**config.mk**
```make
export PLATFORM = sky130hd
export DESIGN_NAME = mem_wb_stage
export DESIGN_NICKNAME = d
export VERILOG_FILES = /design/src/rtl/mem_wb_stage_pkg.sv /design/src/rtl/mem_wb_stage_register_file.sv /design/src/rtl/mem_wb_stage.sv
export SDC_FILE = /design/constraint.sdc
export NUM_CORES = 1
export LEC_CHECK = 0
export CAP_MARGIN = 30
export CORE_ASPECT_RATIO = 1.25
export CORE_UTILIZATION = 57
export CTS_CLUSTER_DIAMETER = 30
export DETAILED_ROUTE_END_ITERATION = 10
export PLACE_DENSITY = 0.81
export SKIP_CTS_REPAIR_TIMING = 1
export SLEW_MARGIN = 5
export SYNTH_ARGS = -nofsm -noshare
export SYNTH_HDL_FRONTEND = slang
export SYNTH_HIERARCHICAL = 1
export SYNTH_SLANG_ARGS = --single-unit
```
**constraint.sdc**
```tcl
create_clock -name clk -period 5.5 [get_ports clk]
set_input_delay 0.55 -clock clk [delete_from_list [all_inputs] [get_ports clk]]
set_output_delay 0.55 -clock clk [all_outputs]
set_load 0.01 [all_outputs]
```
**src/rtl/mem_wb_stage_pkg.sv**
```systemverilog
// -----------------------------------------------------------------------------
// mem_wb_stage_pkg
//
// These declarations are shared by the memory stage, the MEM/WB stage and the
// hazard/forwarding unit:
//   - default data and register-index widths
//   - the write-back slot record {valid, data, rd, reg_write, out}
//   - small helpers that decide what a slot does when it commits
// -----------------------------------------------------------------------------
package mem_wb_stage_pkg;

    localparam int DEF_DATA_WIDTH     = 16;
    localparam int DEF_REG_ADDR_WIDTH = 3;
    localparam int DEF_REG_COUNT      = 2 ** DEF_REG_ADDR_WIDTH;

    // One write-back slot at the default widths.
    typedef struct packed {
        logic                          valid;
        logic [DEF_DATA_WIDTH-1:0]     data;
        logic [DEF_REG_ADDR_WIDTH-1:0] rd;
        logic                          reg_write;
        logic                          out;
    } wb_slot_t;

    localparam wb_slot_t WB_BUBBLE = '0;

    // A bubble never writes the register file, whatever its reg_write bit says.
    function automatic logic wb_slot_writes(input wb_slot_t slot);
        return slot.valid & slot.reg_write;
    endfunction

    // A bubble never pulses the OUT port, whatever its out bit says.
    function automatic logic wb_slot_outputs(input wb_slot_t slot);
        return slot.valid & slot.out;
    endfunction

endpackage : mem_wb_stage_pkg

```
**src/rtl/mem_wb_stage_register_file.sv**
```systemverilog
// -----------------------------------------------------------------------------
// mem_wb_stage_register_file
//
// This is a 2**ADDR_WIDTH x DATA_WIDTH register file.
//   - one synchronous write port
//   - two asynchronous read ports
//   - asynchronous reset clears every entry to zero
//   - there is no hard-wired zero register, so every entry can be written
//
// Ports:
//   clk      rising-edge clock
//   reset    asynchronous, active-high; clears all entries
//   we       write enable
//   waddr    write index
//   wdata    write data
//   raddr_a  read port A index
//   raddr_b  read port B index
//   rdata_a  read port A data, taken straight from storage with no bypass
//   rdata_b  read port B data, taken straight from storage with no bypass
// -----------------------------------------------------------------------------
module mem_wb_stage_register_file
    import mem_wb_stage_pkg::*;
#(
    parameter int DATA_WIDTH = DEF_DATA_WIDTH,
    parameter int ADDR_WIDTH = DEF_REG_ADDR_WIDTH
) (
    input  logic                  clk,
    input  logic                  reset,
    input  logic                  we,
    input  logic [ADDR_WIDTH-1:0] waddr,
    input  logic [DATA_WIDTH-1:0] wdata,
    input  logic [ADDR_WIDTH-1:0] raddr_a,
    input  logic [ADDR_WIDTH-1:0] raddr_b,
    output logic [DATA_WIDTH-1:0] rdata_a,
    output logic [DATA_WIDTH-1:0] rdata_b
);

    localparam int DEPTH = 2 ** ADDR_WIDTH;

    logic [DATA_WIDTH-1:0] mem_reg [DEPTH];
    logic [DEPTH-1:0]      wsel;

    // Each entry is its own register. The entries must reset asynchronously,
    // which rules out a block-RAM mapping.
    generate
        for (genvar gi = 0; gi < DEPTH; gi++) begin : g_entry
            assign wsel[gi] = we && (waddr == ADDR_WIDTH'(gi));

            always_ff @(posedge clk or posedge reset) begin
                if (reset) begin
                    mem_reg[gi] <= '0;
                end else if (wsel[gi]) begin
                    mem_reg[gi] <= wdata;
                end
            end
        end
    endgenerate

    assign rdata_a = mem_reg[raddr_a];
    assign rdata_b = mem_reg[raddr_b];

endmodule : mem_wb_stage_register_file

```
**src/rtl/mem_wb_stage.sv**
```systemverilog
// -----------------------------------------------------------------------------
// mem_wb_stage
//
// This is the MEM/WB pipeline register and the write-back logic behind it.
// It holds one slot {valid, data, rd, reg_write, out} and commits that slot at
// the edge that ends its WB cycle:
//   - valid & reg_write : the register file is written
//   - valid & out       : out_port is updated and out_valid pulses for 1 cycle
// Decode reads the register file through two combinational ports. Those ports
// use a write-first bypass from the slot. The hazard unit reads a forwarding
// tap that is taken from the slot.
//
// Ports:
//   clk, reset            clock and asynchronous active-high reset
//   stall                 hold: commit the current slot, then empty it
//   flush                 load a bubble into the slot (wins over stall)
//   data_in, rd_in,
//   reg_write_in, out_in,
//   valid_in              incoming slot contents from the memory stage
//   rs_addr / rs_data     read port A
//   rt_addr / rt_data     read port B
//   fwd_valid, fwd_rd,
//   fwd_data              forwarding tap: the slot will write rd at the next edge
//   out_port, out_valid   registered OUT port and its one-cycle update strobe
// -----------------------------------------------------------------------------
module mem_wb_stage
    import mem_wb_stage_pkg::*;
#(
    parameter int DATA_WIDTH     = DEF_DATA_WIDTH,
    parameter int REG_ADDR_WIDTH = DEF_REG_ADDR_WIDTH
) (
    input  logic                      clk,
    input  logic                      reset,
    input  logic                      stall,
    input  logic                      flush,
    input  logic [DATA_WIDTH-1:0]     data_in,
    input  logic [REG_ADDR_WIDTH-1:0] rd_in,
    input  logic                      reg_write_in,
    input  logic                      out_in,
    input  logic                      valid_in,
    input  logic [REG_ADDR_WIDTH-1:0] rs_addr,
    input  logic [REG_ADDR_WIDTH-1:0] rt_addr,
    output logic [DATA_WIDTH-1:0]     rs_data,
    output logic [DATA_WIDTH-1:0]     rt_data,
    output logic                      fwd_valid,
    output logic [REG_ADDR_WIDTH-1:0] fwd_rd,
    output logic [DATA_WIDTH-1:0]     fwd_data,
    output logic [DATA_WIDTH-1:0]     out_port,
    output logic                      out_valid
);

    // The slot is the package record rebuilt at this instance's widths.
    typedef struct packed {
        logic                      valid;
        logic [DATA_WIDTH-1:0]     data;
        logic [REG_ADDR_WIDTH-1:0] rd;
        logic                      reg_write;
        logic                      out;
    } slot_t;

    slot_t                 slot_reg;
    slot_t                 slot_next;
    logic                  commit_write;
    logic                  commit_out;
    logic [DATA_WIDTH-1:0] out_port_reg;
    logic                  out_valid_reg;
    logic [DATA_WIDTH-1:0] rf_rs_data;
    logic [DATA_WIDTH-1:0] rf_rt_data;

    // Only a real instruction may commit. A bubble's control bits are ignored.
    assign commit_write = slot_reg.valid & slot_reg.reg_write;
    assign commit_out   = slot_reg.valid & slot_reg.out;

    // Slot update order is flush, then stall, then capture. On flush and on
    // stall only the valid bit is cleared. The other fields keep their old
    // values, and nothing can use them once valid is low. Clearing valid on a
    // stall stops the instruction that just committed from committing again.
    always_comb begin
        slot_next = slot_reg;
        if (flush || stall) begin
            slot_next.valid = 1'b0;
        end else begin
            slot_next.valid     = valid_in;
            slot_next.data      = data_in;
            slot_next.rd        = rd_in;
            slot_next.reg_write = reg_write_in;
            slot_next.out       = out_in;
        end
    end

    always_ff @(posedge clk or posedge reset) begin
        if (reset) begin
            slot_reg <= '0;
        end else begin
            slot_reg <= slot_next;
        end
    end

    // The OUT port. The strobe is high for exactly the cycle after an OUT
    // commit. out_port keeps its value until the next OUT commit.
    always_ff @(posedge clk or posedge reset) begin
        if (reset) begin
            out_port_reg  <= '0;
            out_valid_reg <= 1'b0;
        end else begin
            out_valid_reg <= commit_out;
            if (commit_out) begin
                out_port_reg <= slot_reg.data;
            end
        end
    end

    assign out_port  = out_port_reg;
    assign out_valid = out_valid_reg;

    mem_wb_stage_register_file #(
        .DATA_WIDTH (DATA_WIDTH),
        .ADDR_WIDTH (REG_ADDR_WIDTH)
    ) u_register_file (
        .clk     (clk),
        .reset   (reset),
        .we      (commit_write),
        .waddr   (slot_reg.rd),
        .wdata   (slot_reg.data),
        .raddr_a (rs_addr),
        .raddr_b (rt_addr),
        .rdata_a (rf_rs_data),
        .rdata_b (rf_rt_data)
    );

    // Write-first bypass. Decode sees the slot's value during the cycle
    // before that value lands in the register file, so no read is stale.
    always_comb begin
        rs_data = rf_rs_data;
        rt_data = rf_rt_data;
        if (commit_write && (slot_reg.rd == rs_addr)) begin
            rs_data = slot_reg.data;
        end
        if (commit_write && (slot_reg.rd == rt_addr)) begin
            rt_data = slot_reg.data;
        end
    end

    assign fwd_valid = commit_write;
    assign fwd_rd    = slot_reg.rd;
    assign fwd_data  = slot_reg.data;

endmodule : mem_wb_stage

```
==> results of run 1 <==
worst max path at each step:
stage / to / cells after the start
2_1_floorplan: u_register_file/mem_reg[0] / 1
3_3_place_gp: rt_data[6] / 7
3_5_place_dp: rs_data[15] / 7
4_1_cts: rs_data[15] / 7
5_1_grt: rs_data[11] / 7
6_report: rs_data[11] / 6
per-stage QoR:
step | utilization [%] | setup WS (ns) | cells
3_3_place_gp | 64.5 | 1.74 | 811
6_report | 68.6 | 1.72 | 844
4_1_cts | 68.6 | 1.72 | 844
2_1_floorplan | - | 1.54 | 543
3_5_place_dp | 64.6 | 1.72 | 812
5_1_grt | 68.6 | 1.64 | 844
logic make-up (layout without fill, tap and decap cells):
group | Yosys count | count (layout) | share of synthesized area [%]
xor+xnor | 6 | 6 | 0.578
buf+inv | 63 | 152 | 5.46
simple gates | 14 | 14 | 1.89
mux | 293 | 293 | 46.1
flops | 167 | 167 | 46.0
metal layers:
metal  global-route usage (%)  vias up  part of all wire (%)
met5                        0        -                     0
met4                     9.16        0                   2.0
li1                         -     2261                     -
met3                     5.05       31                   3.1
met1                     33.4     2776                    40
met2                     50.4      123                    55
cell usage after synthesis, drive strengths merged:
master / count
clkbuf: 4
nand4b: 3
nor4: 2
inv: 4
mux2: 229
nand4: 1
and2: 1
nand2: 2
dfrtp: 167
mux4: 64
nor4b: 1
nor4bb: 3
xor2: 6
buf: 55
nor2: 1
critical path, stage by stage:
cell	delay, ns
clkdlybuf4s50_1	0.47
buf_4	0.47
mux4_1	0.65
mux2_2	0.29
mux2_2	0.27
clkdlybuf4s50_1	0.48
where the power goes:
group	total (mW)	leakage, nW	internal (mW)	switching, mW
Sequential	1.82	2.18	1.54	0.281
Clock	1.25	0.295	0.768	0.485
Combinational	1.15	2.47	0.774	0.372
final cells by class:
type	instances	area, µm²
Clock inverter	13	179
Clock buffer	19	443
Inverter	4	17.5
Sequential cell	167	4180
Tap cell	212	265
Fill cell	1102	4890
Multi-Input combinational cell	313	4460
Timing Repair Buffer	116	1130
==> metrics.yaml, run 1 <==
yosysWarnings: 6
core_mm2: 0.0156
most-common-layout-cells: "219 x mux2_2, 167 x dfrtp_1, 100 x clkdlybuf4s50_1"
gp_congestion: 0.735
syn_area_mm2: 0.00909
cap_violations: 0
cp_max_fo: 33
rsz0062_at_grt: "no"
cts_tree: "built"
post-route-min-period_ns: 3.78
r2r_start: "slot_reg[21]"
grt_pass1_vias: 5819
cts.sinks: 167
fin_skew_ns: 0.00928
stdcell_area_mm2: 0.0107
outcome: "complete, no violations"
slew_headroom_pct: 38.5
hold_class: "reg -> reg"
detail-route-antenna-nets: 0
reg2reg_to: "u_register_file/mem_reg[90]"
syn_to_final_growth_pct: 17.5
synth.largest_area_cell: "dfrtp_1"
syn_inst: 543
port_buffers: 100
arrival_ns: 3.23
cts_buffer_depth: 2
drc_errors: 0
ys_seq_area_share_pct: 46.0
whs_path_depth: 1
layout_commonest_cell: "mux2_2"
grt_overflow_total: 0
setup_violations: 0
drive_gt1_share_pct: 46.8
drt_wl_total_mm: 21.0
whs_ns: 0.505
crit_start: "rs_addr[2]"
place_area_mm2: 0.0101
slew_viol_final: 0
grt_pass1_wl_mm: 33.0
synth_cell_types: 22
vias: 5191
synth_top_area_share_pct: 46.0
rows: 51
start_kind: "input pin"
period_share_pct: 68.7
crit_type: "in -> out"
power.leakage_nw: 4.95
grt_usage_pct: 27.9
antenna_found_initial: 0
die_w_um: 115
clk_pin_slew_ns: 0.06
tns_ns: 0
grt_max_degree: 59
drt_iter0_markers: 224
reg2reg_setup_slack_ns: 3.00
power_density_mw_per_mm2: 395
synthesis.nets: 575
min_to: "out_port[7]"
num_io_pins: 101
htree_levels: 4
peakVddDrop_uv: 191
cp.required_ns: 4.95
avgSynthCellArea_um2: 16.7
hold_viol: 0
end_kind: "primary output"
largest_register_ffs: 128
antenna_cells: 0
fp.dieArea_mm2: 0.0165
reg2regPathDepth: 5
clock.fmax_ghz: 0.265
dr.pass1.iters: 4
start_util_pct: 58.4
nets: 651
numCtsBuffers: 17
tightestPinTransition_ns: 0.920
viasPerCell: 6.15
synth_area_leaders: "dfrtp_1 46%, mux2_2 27%, mux4_1 13%, mux4_2 4.5%, buf_4 2.3%"
hold_start: "out_port[7]"
cts_root_buf: "clkbuf_16"
die_h_um: 143
routedWlPerCell_um: 24.9
clk_latency_ns: 0.43
ys_ff_latch: 167
hpwl_mm: 13.0
power_mw: 4.22
Note: power is estimated with default switching activity, not from simulation.
==> inputs of run 2 (changes only) <==
--- a/config.mk
+++ b/config.mk
@@ -7,10 +7,10 @@
 export LEC_CHECK = 0
 export CAP_MARGIN = 30
 export CORE_ASPECT_RATIO = 1.25
-export CORE_UTILIZATION = 57
+export CORE_UTILIZATION = 52
 export CTS_CLUSTER_DIAMETER = 30
 export DETAILED_ROUTE_END_ITERATION = 10
-export PLACE_DENSITY = 0.81
+export PLACE_DENSITY = 0.78
 export SKIP_CTS_REPAIR_TIMING = 1
 export SLEW_MARGIN = 5
 export SYNTH_ARGS = -nofsm -noshare
==> constraint.sdc (replaced) <==
create_clock -name clk -period 3 [get_ports clk]
set_input_delay 0.3 -clock clk [delete_from_list [all_inputs] [get_ports clk]]
set_output_delay 0.3 -clock clk [all_outputs]
set_load 0.01 [all_outputs]
==> run 2 against run 1 <==
Register-to-register slack worse by 2.2 ns. Sequential share of layout area down 1.6 points. Combinational power grew 89%. Clock skew decreased by 0.0041 ns. Sequential cell count did not move. Non-clock buffer count increased by 27. Global-route usage shrank 2.1 points. Worst setup slack got worse by 1.7 ns. Critical path depth increased by 1. Hold slack got worse by 0.11 ns. Power grew 89%. Via count up 4.2%.
==> metrics.yaml, run 2 (synthesized netlist as in run 1, its figures left out) <==
fp.dieArea_mm2: 0.0180  # +9.5%
cts.sinks: 167  # unchanged
outcome: "complete, no violations"
layout_commonest_cell: "mux2_2"
power_density_mw_per_mm2: 716  # +81%
setup_violations: 0  # unchanged
cts_buffer_depth: 2  # unchanged
die_h_um: 150  # +4.6%
clk_latency_ns: 0.43  # about the same
start_kind: "input pin"
clock.fmax_ghz: 0.340
most-common-layout-cells: "219 x mux2_2, 167 x dfrtp_1, 85 x clkdlybuf4s50_1"
viasPerCell: 6.15  # about the same
r2r_start: "slot_reg[1]"
fin_skew_ns: 0.00518  # -0.00410 ns
gp_congestion: 0.775  # +5.4%
cp_max_fo: 8  # -76%
grt_pass1_wl_mm: 34.0  # +3.2%
clk_pin_slew_ns: 0.07  # about the same
antenna_found_initial: 0  # unchanged
routedWlPerCell_um: 25.5  # +2.3%
hpwl_mm: 13.8  # +6.4%
antenna_cells: 0  # unchanged
detail-route-antenna-nets: 0  # unchanged
grt_usage_pct: 25.8  # -2.1 points
final_cells: 879  # +4.1%
slowest_stage: "clkdlybuf4s50_1"
drt_iter0_markers: 323  # +44%
end_kind: "primary output"
grt_overflow_total: 0  # unchanged
hold_viol: 0  # unchanged
cts_root_buf: "clkbuf_16"
post-route-min-period_ns: 2.94
rows: 53  # +3.9%
rsz0062_at_grt: "no"
place_inst: 845  # +4.1%
worst_slack_ns: 0.0556  # -1.67 ns
hold_class: "in -> async"
place_ws_ns: -0.0291  # -1.75 ns
drt_wl_total_mm: 22.4  # +6.5%
drc_errors: 0  # unchanged
slew_viol_final: 0  # unchanged
reg2reg_to: "u_register_file/mem_reg[81]"
arrival_ns: 2.64  # -0.59 ns
cp_cell_sequence: "clkdlybuf4s50_1 -> buf_12 -> buf_12 -> mux4_2 -> mux2_2 -> mux2_2 -> clkdlybuf4s50_1"
numCtsBuffers: 17  # unchanged
grt_max_degree: 129  # +120%
largest_register_ffs: 128  # unchanged
worstPathBufferInverterCount: 4  # +1
fillers: 1193  # +8.3%
vias: 5408  # +4.2%
drive_gt1_share_pct: 49.2  # +2.3 points
nets: 678  # +4.1%
slew_headroom_pct: 44.8  # +6.3 points
reg2reg_setup_slack_ns: 0.76  # -2.24 ns
crit_family: "buffers and inverters"
power.leakage_nw: 5.38  # +8.7%
num_io_pins: 101  # unchanged
cts_tree: "built"
cp.required_ns: 2.70  # -2.25 ns
core_mm2: 0.0170  # +9.0%
dr.pass1.iters: 4  # unchanged
power_mw: 7.98  # +89%
cap_violations: 0  # unchanged
htree_levels: 4  # unchanged
reg2regPathDepth: 5  # unchanged
syn_to_final_growth_pct: 22.6
whs_ns: 0.400  # -0.105 ns
start_util_pct: 53.6  # -4.8 points
port_buffers: 100  # unchanged
period_share_pct: 98.1
tightestPinTransition_ns: 0.826  # -0.0939 ns
grt_pass1_vias: 5933  # +2.0%
cp_slowest_stage_delay_ns: 0.52  # -0.13 ns
crit_type: "in -> out"
peakVddDrop_uv: 455  # +140%
die_w_um: 120  # +4.6%
tns_ns: 0  # unchanged
run 2: cell types whose count changed in the layout (fill, tap and decap cells not counted), sizes merged:
cell / before / now
dlymetal6s2s: 0 / 15
buf: 16 / 41
bufinv: 4 / 6
clkinvlp: 4 / 3
inv: 4 / 5
clkdlybuf4s50: 100 / 85
run 2: per-layer routing:
layer	track usage (%)	vias to the layer above	part of all wire, %
met1	29.0	2903	38
met2	48.2	158	55
met4	9.75	0	2.2
met3	4.54	39	4.1
li1	-	2308	-
met5	0	-	0
run 2: worst max-delay path by stage:
stage | start | end | slack [ns] | cells past startpoint
6_report | rs_addr[0] | rs_data[2] | 0.06 | 7
5_1_grt | rs_addr[0] | rs_data[2] | 0.008 | 7
4_1_cts | rs_addr[0] | rs_data[4] | -0.06 | 7
3_5_place_dp | rt_addr[0] | rt_data[12] | -0.03 | 6
3_3_place_gp | rs_addr[2] | rs_data[4] | -0.01 | 6
2_1_floorplan | rt_addr[0] | rt_data[14] | 1.09 | 5
run 2: layout make-up:
type	instances	area, µm²	area share (%)
Clock buffer	17	425	3.82
Clock inverter	15	249	2.23
Inverter	4	18.8	0.168
Multi-Input combinational cell	313	4460	40.0
Sequential cell	167	4180	37.5
Tap cell	220	275	2.47
Timing Repair Buffer	143	1540	13.8
run 2: through the flow:
step	util [%]	cell area, µm²
floorplan	-	9100
global placement	61.2	10400
detailed placement	61.2	10400
CTS	65.1	11100
global route	65.7	11100
finish	65.7	11100
run 2: worst reg2reg max path: cells and delay by family, from the launching register on:
family        cells  cell delay (ns)
buf+inv           2             0.68
mux               1             0.39
flops             1             0.36
simple gates      2             0.71
run 2: where the power goes:
group          switching (mW)  internal, mW
combinational           0.727          1.45
sequential              0.499          2.81
clock                   0.923          1.57
==> inputs of run 3 (changes only) <==
--- a/config.mk
+++ b/config.mk
@@ -8,8 +8,10 @@
 export CAP_MARGIN = 30
 export CORE_ASPECT_RATIO = 1.25
 export CORE_UTILIZATION = 52
+export CTS_BUF_LIST = sky130_fd_sc_hd__clkbuf_16
 export CTS_CLUSTER_DIAMETER = 30
 export DETAILED_ROUTE_END_ITERATION = 10
+export GPL_ROUTABILITY_DRIVEN = 0
 export PLACE_DENSITY = 0.78
 export SKIP_CTS_REPAIR_TIMING = 1
 export SLEW_MARGIN = 5
==> results of run 3 <==
Same layout as run 2: the final DEF is identical, and so are final timing and power.
